## src/rtl/lfsr_pkg.sv

```systemverilog
// Shared types and constants for the LFSR-driven request scheduler.
package lfsr_pkg;

  localparam int unsigned LFSR_W = 4;
  localparam int unsigned ID_W   = 3;
  localparam int unsigned CNT_W  = 16;

  localparam logic [LFSR_W-1:0] LFSR_RESET_SEED = 4'b1010;

  typedef enum logic [1:0] {
    ST_IDLE = 2'd0,
    ST_RUN  = 2'd1,
    ST_RESP = 2'd2
  } state_e;

  // One Fibonacci step: shift left, feedback q3^q2 into q0 (period 15).
  function automatic logic [LFSR_W-1:0] lfsr_next(input logic [LFSR_W-1:0] s);
    return {s[2:0], s[3] ^ s[2]};
  endfunction

endpackage

```

## src/rtl/lfsr_sched_step.sv

```systemverilog
// 4-bit Fibonacci LFSR register with seed load and step enable.
module lfsr_step
  import lfsr_pkg::*;
(
  input  logic              clk,
  input  logic              rst,
  input  logic              load,
  input  logic [LFSR_W-1:0] load_val,
  input  logic              en,
  output logic [LFSR_W-1:0] state
);

  always_ff @(posedge clk or posedge rst) begin
    if (rst) begin
      state <= LFSR_RESET_SEED;
    end else if (load) begin
      state <= load_val;
    end else if (en) begin
      state <= lfsr_next(state);
    end
  end

endmodule

```

## src/rtl/lfsr_sched.sv

```systemverilog
// Round-robin scheduler: each grant advances a shared LFSR STEPS times and
// returns the resulting state. Optional response counter: LFSR_SCHED_STATS_EN.
module lfsr_sched
  import lfsr_pkg::*;
#(
  parameter int unsigned NREQ  = 4,
  parameter int unsigned STEPS = 4
) (
  input  logic              clk,
  input  logic              rst,
  input  logic [NREQ-1:0]   req,
  input  logic              seed_we,
  input  logic [LFSR_W-1:0] seed_data,
  output logic [NREQ-1:0]   gnt,
  output logic              rsp_valid,
  input  logic              rsp_ready,
  output logic [LFSR_W-1:0] rsp_data,
  output logic [ID_W-1:0]   rsp_id,
  output logic              busy,
  output logic [CNT_W-1:0]  gnt_count
);

  localparam int unsigned       STEP_W    = 4;
  localparam logic [STEP_W-1:0] STEP_LAST = STEP_W'(STEPS - 1);

  state_e              state;
  state_e              state_nxt;
  logic [ID_W-1:0]     ptr;
  logic [ID_W-1:0]     ptr_nxt;
  logic [STEP_W-1:0]   step;
  logic [STEP_W-1:0]   step_nxt;
  logic [NREQ-1:0]     gnt_nxt;
  logic [ID_W-1:0]     id_nxt;
  logic                valid_nxt;
  logic [LFSR_W-1:0]   data_nxt;

  logic [LFSR_W-1:0]   lfsr;
  logic [LFSR_W-1:0]   seed_val;
  logic                lfsr_load;
  logic                lfsr_en;
  logic                accept;

  logic [2*NREQ-1:0]   req_dbl;
  logic [NREQ-1:0]     req_rot;
  logic                any_req;
  logic [ID_W-1:0]     win;
  logic [NREQ-1:0]     win_onehot;

  // A zero seed would lock the LFSR, so it is replaced by the reset seed.
  assign seed_val = (seed_data == '0) ? LFSR_RESET_SEED : seed_data;
  assign accept   = rsp_valid && rsp_ready;

  lfsr_step u_lfsr (
    .clk      (clk),
    .rst      (rst),
    .load     (lfsr_load),
    .load_val (seed_val),
    .en       (lfsr_en),
    .state    (lfsr)
  );

  // Round-robin arbiter: rotate so ptr sits at bit 0, take the first set bit.
  always_comb begin
    req_dbl = {req, req};
    req_rot = NREQ'(req_dbl >> ptr);
    any_req = 1'b0;
    win     = '0;
    for (int unsigned i = 0; i < NREQ; i++) begin
      if (!any_req && req_rot[i]) begin
        any_req = 1'b1;
        win     = ID_W'((32'(ptr) + i) % NREQ);
      end
    end
    win_onehot = NREQ'(1) << win;
  end

  // Next-state and next-output logic.
  always_comb begin
    state_nxt = state;
    ptr_nxt   = ptr;
    step_nxt  = step;
    gnt_nxt   = gnt;
    id_nxt    = rsp_id;
    valid_nxt = rsp_valid;
    data_nxt  = rsp_data;
    lfsr_load = 1'b0;
    lfsr_en   = 1'b0;
    case (state)
      ST_IDLE: begin
        if (seed_we) begin
          lfsr_load = 1'b1;
        end else if (any_req) begin
          gnt_nxt   = win_onehot;
          id_nxt    = win;
          step_nxt  = '0;
          state_nxt = ST_RUN;
        end
      end
      ST_RUN: begin
        lfsr_en = 1'b1;
        if (step == STEP_LAST) begin
          state_nxt = ST_RESP;
          valid_nxt = 1'b1;
          data_nxt  = lfsr_next(lfsr);
        end else begin
          step_nxt = step + STEP_W'(1);
        end
      end
      ST_RESP: begin
        if (accept) begin
          state_nxt = ST_IDLE;
          valid_nxt = 1'b0;
          gnt_nxt   = '0;
          ptr_nxt   = ID_W'((32'(rsp_id) + 1) % NREQ);
        end
      end
      default: begin
        state_nxt = ST_IDLE;
      end
    endcase
  end

  always_ff @(posedge clk or posedge rst) begin
    if (rst) begin
      state     <= ST_IDLE;
      ptr       <= '0;
      step      <= '0;
      gnt       <= '0;
      rsp_id    <= '0;
      rsp_valid <= 1'b0;
      rsp_data  <= LFSR_RESET_SEED;
      busy      <= 1'b0;
    end else begin
      state     <= state_nxt;
      ptr       <= ptr_nxt;
      step      <= step_nxt;
      gnt       <= gnt_nxt;
      rsp_id    <= id_nxt;
      rsp_valid <= valid_nxt;
      rsp_data  <= data_nxt;
      busy      <= (state_nxt != ST_IDLE);
    end
  end

`ifdef LFSR_SCHED_STATS_EN
  logic [CNT_W-1:0] count;

  // Accepted-response counter, wraps naturally at 16 bits.
  always_ff @(posedge clk or posedge rst) begin
    if (rst) begin
      count <= '0;
    end else if (accept) begin
      count <= count + CNT_W'(1);
    end
  end

  assign gnt_count = count;
`else
  assign gnt_count = '0;
`endif

endmodule
```

## config.mk

```make
export PLATFORM = sky130hd
export DESIGN_NAME = lfsr_sched
export DESIGN_NICKNAME = d
export VERILOG_FILES = /design/src/rtl/lfsr_pkg.sv /design/src/rtl/lfsr_sched_step.sv /design/src/rtl/lfsr_sched.sv
export SDC_FILE = /design/constraint.sdc
export NUM_CORES = 1
export LEC_CHECK = 0
export CORE_ASPECT_RATIO = 1.5
export CORE_MARGIN = 2
export CORE_UTILIZATION = 49
export DETAILED_ROUTE_END_ITERATION = 8
export PLACE_DENSITY_LB_ADDON = 0.25
export SYNTH_ARGS = -nofsm -noshare
export SYNTH_HDL_FRONTEND = slang
export SYNTH_SLANG_ARGS = --single-unit
```

## constraint.sdc

```tcl
create_clock -name clk -period 4.1 [get_ports clk]
set_input_delay 0.82 -clock clk [delete_from_list [all_inputs] [get_ports clk]]
set_output_delay 0.82 -clock clk [all_outputs]
set_load 0.01 [all_outputs]
```

# Yosys cells after proc, flatten, opt, wreduce, memory -nomap -nowiden
# Index checks and enable logic that the tools add are counted.
totals:
  reg_bits: 25
  input_bits: 12
  word_cells: 76
classes:
  mux: 30
  n_bitwise: 2
  n_eq_ne: 8
  reduce_logical: 20
  add_sub_neg: 5
  shifts: 2
op_table:
  columns: ["cell", "count"]
  rows:
  - ["$mux 4", 9]
  - ["$pmux 4 s2", 2]
  - ["$mux 2", 5]
  - ["$ne 2x2->1 const B", 5]
  - ["$reduce_bool 2->1", 5]
  - ["$mux 1", 9]
  - ["$mux 3", 3]
  - ["$reduce_and 4->1", 2]
  - ["$shr 8x2->4", 1]
  - ["$pmux 2 s3", 1]
  - ["$reduce_and 3->1", 2]
  - ["$add 2x1->2 const B", 2]
  - ["$add 2x2->2 const B", 2]
  - ["$add 4x1->4 const B", 1]
  - ["$eq 4x2->1 const B", 1]
  - ["$logic_and 1x1->1", 4]
  - ["$logic_not 4->1", 1]
  - ["$reduce_and 2->1", 2]
  - ["$shl 1x3->4 const A", 1]
  - ["$logic_not 1->1", 3]
  - ["$eq 2x1->1 const B", 1]
  - ["$eq 2x2->1 const B", 1]
  - ["$logic_not 2->1", 1]
  - ["$pmux 1 s2", 1]
  - ["2 further kinds", 2]

# Depth between registers and ports, before layout
# Gate-level depths: netlist of the first run.
depth:
  depth_word: 15
  depth_mapped: 6

# Cells and area by module
# From an unflattened synthesis of the first run, not the netlist that was laid out.
hier_totals:
  cells_unflattened: 129
  hier_area_um2: 1296.2
modules_own_cells:
  columns: ["module", "area_per_inst_um2", "instances", "cells_each"]
  rows:
  - ["lfsr_sched", 1093.5, 1, 110]
  - ["lfsr_step", 202.7, 1, 19]

# Worst setup path before layout of the first run
# Ideal clock, no wire load.
synth_timing:
  kind: "input to register"
  startpoint: "input req[2]"
  endpoint: "register step[0]"
  path_buffers: 0
  stages: 4
  t_arrival_ps: 1912
  slack_ps: 2063
  cell_sequence: "or4_4 > a22oi_4 > nor2_2 > mux2_4"
synth_between:
  elab_chain_len: 13
synth_rtl:
  columns: ["item", "line", "rtl"]
  rows:
  - ["from (decl)", "lfsr_sched.sv:11", "input logic [NREQ-1:0] req,"]
  - ["$shr 8x2->4 *", "lfsr_sched.sv:65", "req_rot = NREQ'(req_dbl >> ptr);"]
  - ["$mux 1", "lfsr_sched.sv:69", "if (!any_req && req_rot[i]) begin"]
  - ["$logic_not 1->1", "lfsr_sched.sv:69", null]
  - ["$logic_and 1x1->1", "lfsr_sched.sv:69", null]
  - ["$mux 1", "lfsr_sched.sv:69", null]
  - ["$logic_not 1->1", "lfsr_sched.sv:69", null]
  - ["$logic_and 1x1->1", "lfsr_sched.sv:69", null]
  - ["$mux 1", "lfsr_sched.sv:69", null]
  - ["$logic_not 1->1", "lfsr_sched.sv:69", null]
  - ["$logic_and 1x1->1", "lfsr_sched.sv:69", null]
  - ["$mux 1 *", "lfsr_sched.sv:69", null]
  - ["$ne 2x2->1 (no source line) *", null, null]
  - ["$reduce_and 4->1 (no source line) *", null, null]
  - ["to (signal assigned)", "lfsr_sched.sv:136", "step <= step_nxt;"]
  - ["to (decl)", "lfsr_sched.sv:30", "logic [STEP_W-1:0] step;"]
# Every way passes the cells marked *; elsewhere a longest branch is shown, timed or not.
# A chain may end at the register's enable or synchronous reset.

# Worst setup path in the final report of the first run
# Same ends and word-level chain as after synthesis.

==> impl_metrics.csv, run 1 <==
group,metric,value,unit
finish,num_antenna_cells,0,
finish,nFillCells,219,
global_routing,track_usage,0.177,
floorplanning,die_width,45.5,um
worst_setup_path,worst_r2r_startpoint,"state[0]",
timing,period_minus_slack,2250,ps
global_routing,routing_layer_with_the_top_usage_in_global_route,"met2",
route,drt_drc_violations_left,0,
finish,final-seq-area,606,sq um
global_routing,met3_usage,0.0219,
logic_synthesis,library_cell_occupying_the_most_area_in_the_post_synthesis_netlist,"sky130_fd_sc_hd__dfrtp_1",
clock_tree,cts_resized,0,
logic_synthesis,ys_top_cells_by_area,"sky130_fd_sc_hd__dfrtp_1, sky130_fd_sc_hd__buf_4, sky130_fd_sc_hd__dfstp_2, sky130_fd_sc_hd__nand2_1, sky130_fd_sc_hd__o21ai_0",
timing,timing.final.max_slew_violations,0,
clock_tree,clock-root-buffer,"sky130_fd_sc_hd__clkbuf_4",
clock_tree,clk-insertion-delay-late,300,ps
logic_synthesis,synthDistinctLibCells,45,
finish,synthToLayoutAreaGrowth,17.0,%
min_path,hold_sp,"gnt[2]",
logic_synthesis,synth-seq-area-share,0.477,
pwr,power_density,678,nW/um^2
logic_synthesis,asyncSetResetFlopFracSynth,1.00,
finish,layoutNonFillerInstCount,174,
floorplanning,start_util,0.518,
timing,min_period_over_period,0.550,
logic_synthesis,synth.cell_area,1270,sq um
logic_synthesis,yosysTopAreaCellShare,0.394,
flow_run,max-cap-violations,0,
worst_setup_path,critical_path.startpoint_type,"input pin",
clock_tree,clock_sink_count,24,
clock_tree,clk_path_buf_depth,2,
min_path,holdCritPathClass,"reg2reg",
worst_setup_path,worst_r2r_endpoint,"rsp_data[2]",
logic_synthesis,synth_top_flop_cell,"sky130_fd_sc_hd__dfrtp_1",
timing,final.setup.tns,0,ps
worst_setup_path,r2r.worst_path.cells,3,
min_path,min_delay_worst_endpoint,"gnt[2]",
timing,grt_setup_unrepaired,"false",
worst_setup_path,timing.critical_path.fanout_max,4,
logic_synthesis,postSynthCellCount,127,
min_path,min_path_cells,2,
logic_synthesis,avgSynthCellArea,9.99,sq um
placement,dpl.hpwl,1.86,mm
global_routing,global_routing_usage_on_met2,0.319,
route,route.vias.total,934,
pwr,vdd_ir_drop_max,0.000364,V
floorplanning,area_of_the_die,3020,sq um
worst_setup_path,worst_setup_path_startpoint,"req[2]",
logic_synthesis,synth_seq_cells,24,
global_routing,grt_overflow,0,
floorplanning,die_y,66.3,um
worst_setup_path,cp.required,4310,ps
timing,clock-skew-final,1.99,ps
timing,max-slew-margin-rel,0.401,
worst_setup_path,endpoint_kind,"flip-flop",
finish,final_core_utilization,0.606,
floorplanning,ios,41,
route,via_per_inst,5.37,
floorplanning,core,2450,sq um
pwr,design_power_total,1.01,mW
finish,area_occupied_by_multi_input_gates,574,sq um
route,drtAntennaViolNets,0,
logic_synthesis,number_of_flops_mapped_to_enable_cells_by_yosys,0,
timing,setup-violations-final,0,
route,detailedRoute.firstPassIterationCount,4,
global_routing,globalRouteMet1Util,0.182,
global_routing,number_of_antenna_violations_at_the_first_check_in_global_routing,0,
global_routing,first_global_vias,966,
global_routing,grt_max_degree,25,
finish,design.final.nets,164,
worst_setup_path,cp.arrival,2460,ps
logic_synthesis,synth_most_common_cell,"sky130_fd_sc_hd__nand2_1",
clock_tree,h-tree-depth,1,
placement,port-buffer-count,23,
placement,numPlacedInstances,170,
pwr,p_leak,0.669,nW
route,routed_wl,2.34,mm
worst_setup_path,setup.reg_to_reg.worst_slack,2290,ps
timing,worst-slew-pin-transition,897,ps
clock_tree,postCtsHoldBufs,0,
worst_setup_path,worstSetupPathType,"in2reg",
clock_tree,worst_setup_hold_path_clk_slew,120,ps
placement,finalWeightedCongestion,0.771,
logic_synthesis,post_synth_most_frequent_cells,"sky130_fd_sc_hd__nand2_1, sky130_fd_sc_hd__dfrtp_1, sky130_fd_sc_hd__buf_4",
finish,drive_above_1_share,0.107,
global_routing,grt_first_pass_wirelength,3.93,mm
floorplanning,num_rows,22,
clock_tree,number_of_cts_inserted_buffers,3,
clock_tree,clock_tree_from_tritoncts,"built",
logic_synthesis,ys.warnings.count,0,
clock_tree,post_cts.repair.setup_buffers,0,
timing,hold_violations,0,
route,drtIter0Drc,12,
run_status,status,"finished, final reports clean",
timing,max_clock_freq,444,MHz
route,post_drt_wl_per_cell,13.4,um
-- where the power goes --
part / internal (mW) / switching (mW) / leakage (nW)
Clock: 0.0542 / 0.0660 / 0.0210
Combinational: 0.238 / 0.206 / 0.354
Sequential: 0.350 / 0.0914 / 0.294
-- cells in the final DEF, fill, tap and decap left out, types with 2 or more instances in the layout --
cell type / Yosys / layout
sky130_fd_sc_hd__clkbuf_4: 0 / 3
sky130_fd_sc_hd__xnor2_1: 2 / 2
sky130_fd_sc_hd__nand2b_1: 2 / 2
sky130_fd_sc_hd__a21oi_1: 3 / 3
sky130_fd_sc_hd__mux2_2: 3 / 3
sky130_fd_sc_hd__o21ai_0: 9 / 9
sky130_fd_sc_hd__nor2_1: 6 / 6
sky130_fd_sc_hd__dfstp_2: 4 / 4
sky130_fd_sc_hd__nand2_1: 21 / 21
sky130_fd_sc_hd__dfrtp_1: 20 / 20
sky130_fd_sc_hd__nand4b_1: 2 / 2
sky130_fd_sc_hd__inv_1: 2 / 2
sky130_fd_sc_hd__conb_1: 1 / 17
sky130_fd_sc_hd__a22o_1: 2 / 2
sky130_fd_sc_hd__clkdlybuf4s50_1: 0 / 23
sky130_fd_sc_hd__nand3_1: 2 / 2
-- state kept, by name, indices dropped and copies added, names as in the netlist --
signal / count
gnt: 4
state: 2
busy: 1
step: 4
u_lfsr.state: 4
rsp_id: 2
ptr: 2
rsp_data: 4
rsp_valid: 1
-- critical path: stages --
cell                              delay [ps]
sky130_fd_sc_hd__clkdlybuf4s50_1         450
sky130_fd_sc_hd__or4_4                   590
sky130_fd_sc_hd__a22oi_4                 210
sky130_fd_sc_hd__nor2_2                   80
sky130_fd_sc_hd__mux2_4                  310
-- routing by layer --
| layer | up-vias | wire, um | share of wire |
|---|---|---|---|
| met1 | 448 | 848 | 0.36 |
| met3 | 8 | 85 | 0.036 |
| met2 | 26 | 1330 | 0.57 |
| li1 | 452 | - | - |
| met5 | - | 0 | 0 |
| met4 | 0 | 71 | 0.030 |
-- how the worst max path moves through the flow --
stage | to | slack (ps)
floorplan | step[0] | 2060
global placement | step[0] | 1550
detailed placement | step[0] | 1520
CTS | step[0] | 1860
global route | step[0] | 1810
finish | step[0] | 1850
-- final cells by class --
class                      instances  area share
clock buffer                       4      0.0245
inverter                           2     0.00506
sequential                        24       0.408
timing repair buffer              23       0.155
multi-input combinational         97       0.387
tap                               24      0.0202
-- logic make-up after synthesis --
group / synth area share
muxes: 0.0463
buffers and inverters: 0.117
and+or+nand+nor: 0.184
other: 0.00296
DFF: 0.477
AOI/OAI and AO/OA: 0.141
xor gates and xnor gates: 0.0207
adders and majority gates: 0.00986
-- through the flow --
stage / setup WS, ps / hold WS (ps) / instance area [sq um]
6_report: 1850 / 493 / 1480
5_1_grt: 1810 / 521 / 1480
4_1_cts: 1860 / 498 / 1480
3_5_place_dp: 1520 / 471 / 1450
3_3_place_gp: 1550 / 469 / 1450
2_1_floorplan: 2060 / 460 / 1330
Note: power is estimated with default switching activity, not from simulation.
==> inputs of run 2 (changes only) <==
Settings changed: CORE_UTILIZATION 49 to 45.
Clock period 4.1 ns to 2.1 ns, I/O delays scaled along.
==> impl_metrics.csv, run 2 (same netlist as run 1, synthesis figures left out) <==
group,metric,value,unit
finish,layoutNonFillerInstCount,195,
finish,synthToLayoutAreaGrowth,25.7,%
timing,period_minus_slack,1860,ps
clock_tree,clock_sink_count,24,
finish,mostFrequentLayoutCell,"sky130_fd_sc_hd__clkdlybuf4s50_1",
global_routing,grt_first_pass_wirelength,4.40,mm
floorplanning,area_of_the_die,3270,sq um
clock_tree,post_cts.repair.setup_buffers,0,
flow_run,max-cap-violations,0,
clock_tree,worst_setup_hold_path_clk_slew,80,ps
worst_setup_path,timing.critical_path.fanout_max,4,
finish,num_antenna_cells,0,
finish,final_cell_mix,"sky130_fd_sc_hd__clkdlybuf4s50_1, sky130_fd_sc_hd__nand2_1, sky130_fd_sc_hd__dfrtp_1, sky130_fd_sc_hd__conb_1, sky130_fd_sc_hd__o21ai_0",
global_routing,grt_overflow,0,
floorplanning,num_rows,23,
pwr,vdd_ir_drop_max,0.000951,V
route,route.vias.total,947,
timing,setup-violations-final,0,
placement,dpl.hpwl,2.10,mm
worst_setup_path,worstSetupPathType,"in2reg",
route,via_per_inst,4.86,
clock_tree,postCtsHoldBufs,0,
floorplanning,core,2680,sq um
clock_tree,h-tree-depth,1,
timing,final.setup.tns,0,ps
worst_setup_path,cp.arrival,2020,ps
placement,dpl_cell_area,1520,sq um
route,drtIter0Drc,15,
timing,timing.final.max_slew_violations,0,
worst_setup_path,endpoint_kind,"flip-flop",
finish,design.final.nets,172,
pwr,design_power_total,2.20,mW
worst_setup_path,cpMaxStageDelayCell,"sky130_fd_sc_hd__or4_4",
route,detailedRoute.firstPassIterationCount,4,
worst_setup_path,crit_chain,"clkdlybuf4s50_1, or4_4, a22oi_4, nor2_2, mux2_4",
route,drtAntennaViolNets,0,
worst_setup_path,critical_path.startpoint_type,"input pin",
placement,placement.setup.worst_slack,-38.2,ps
timing,max_clock_freq,537,MHz
min_path,holdCritPathClass,"reg2reg",
timing,fin_ws,238,ps
floorplanning,ios,41,
global_routing,number_of_antenna_violations_at_the_first_check_in_global_routing,0,
global_routing,track_usage,0.185,
timing,hold_violations,0,
route,post_drt_wl_per_cell,13.3,um
route,drt_drc_violations_left,0,
finish,drive_above_1_share,0.152,
clock_tree,number_of_cts_inserted_buffers,3,
placement,finalWeightedCongestion,0.788,
global_routing,first_global_vias,1015,
timing,clock-skew-final,2.72,ps
clock_tree,clock_tree_from_tritoncts,"built",
floorplanning,die_y,69.0,um
finish,nFillCells,250,
placement,numPlacedInstances,191,
clock_tree,clk_path_buf_depth,2,
timing,min_period_over_period,0.886,
clock_tree,cts_resized,0,
floorplanning,die_width,47.4,um
clock_tree,clk-insertion-delay-late,270,ps
worst_setup_path,cp.required,2260,ps
route,routed_wl,2.60,mm
timing,grt_setup_unrepaired,"false",
floorplanning,start_util,0.474,
worst_setup_path,critPathMaxStageDelay,580,ps
run_status,status,"finished, final reports clean",
global_routing,grt_max_degree,25,
pwr,p_leak,0.721,nW
finish,finalInstanceArea,1600,sq um
clock_tree,clock-root-buffer,"sky130_fd_sc_hd__clkbuf_8",
placement,port-buffer-count,23,
pwr,power_density,1380,nW/um^2
[run 2: cell types whose count changed in the layout (fill, tap and decap cells not counted)]
cell,delta
sky130_fd_sc_hd__bufinv_16,+1
sky130_fd_sc_hd__clkbuf_4,-3
sky130_fd_sc_hd__buf_4,+8
sky130_fd_sc_hd__clkbuf_8,+2
[run 2: path summary, 6_finish.rpt]
kind | slack, ps | end | cells after the start | from
max | 240 | step[0] | 5 | req[2]
min reg2reg | 480 | gnt[2] | 2 | gnt[2]
min | 480 | gnt[2] | 2 | gnt[2]
max in group asynchronous | 1330 | u_lfsr.state[3] | 3 | rst
max reg2reg | 320 | rsp_data[2] | 4 | step[0]
min in group asynchronous | 490 | rsp_valid | 3 | rst
[run 2: per-stage QoR]
stage / hold WS, ps / util
final: 483 / 0.596
after global routing: 508 / 0.596
after CTS: 487 / 0.596
after detailed placement: 470 / 0.569
after global placement: 472 / 0.569
after floorplan: 432 / -
[run 2: layout make-up]
class | count | area [sq um] | share of cell area
Sequential cell | 24 | 606 | 0.380
Multi-Input combinational cell | 97 | 574 | 0.360
Timing Repair Buffer | 31 | 290 | 0.182
Tap cell | 37 | 46.3 | 0.0290
Clock buffer | 3 | 41.3 | 0.0259
Clock inverter | 1 | 30.0 | 0.0188
Inverter | 2 | 7.51 | 0.00471
[run 2: routing by layer]
layer  track usage  up-vias  share of wire
met5             0        -              0
met4        0.0864        0          0.017
met3        0.0105        6          0.027
met2         0.348       21           0.59
met1         0.183      453           0.36
li1              -      467              -
[run 2: report_power, final]
group | switching [mW] | internal, mW
combinational | 0.417 | 0.512
sequential | 0.182 | 0.685
clock | 0.147 | 0.255
[run 2: critical path: cells and delay by family]
| kind | cells | cell delay, ps |
|---|---|---|
| and+or+nand+nor | 2 | 650 |
| muxes | 1 | 300 |
| AOI/OAI and AO/OA | 1 | 190 |
| buffers and inverters | 1 | 460 |
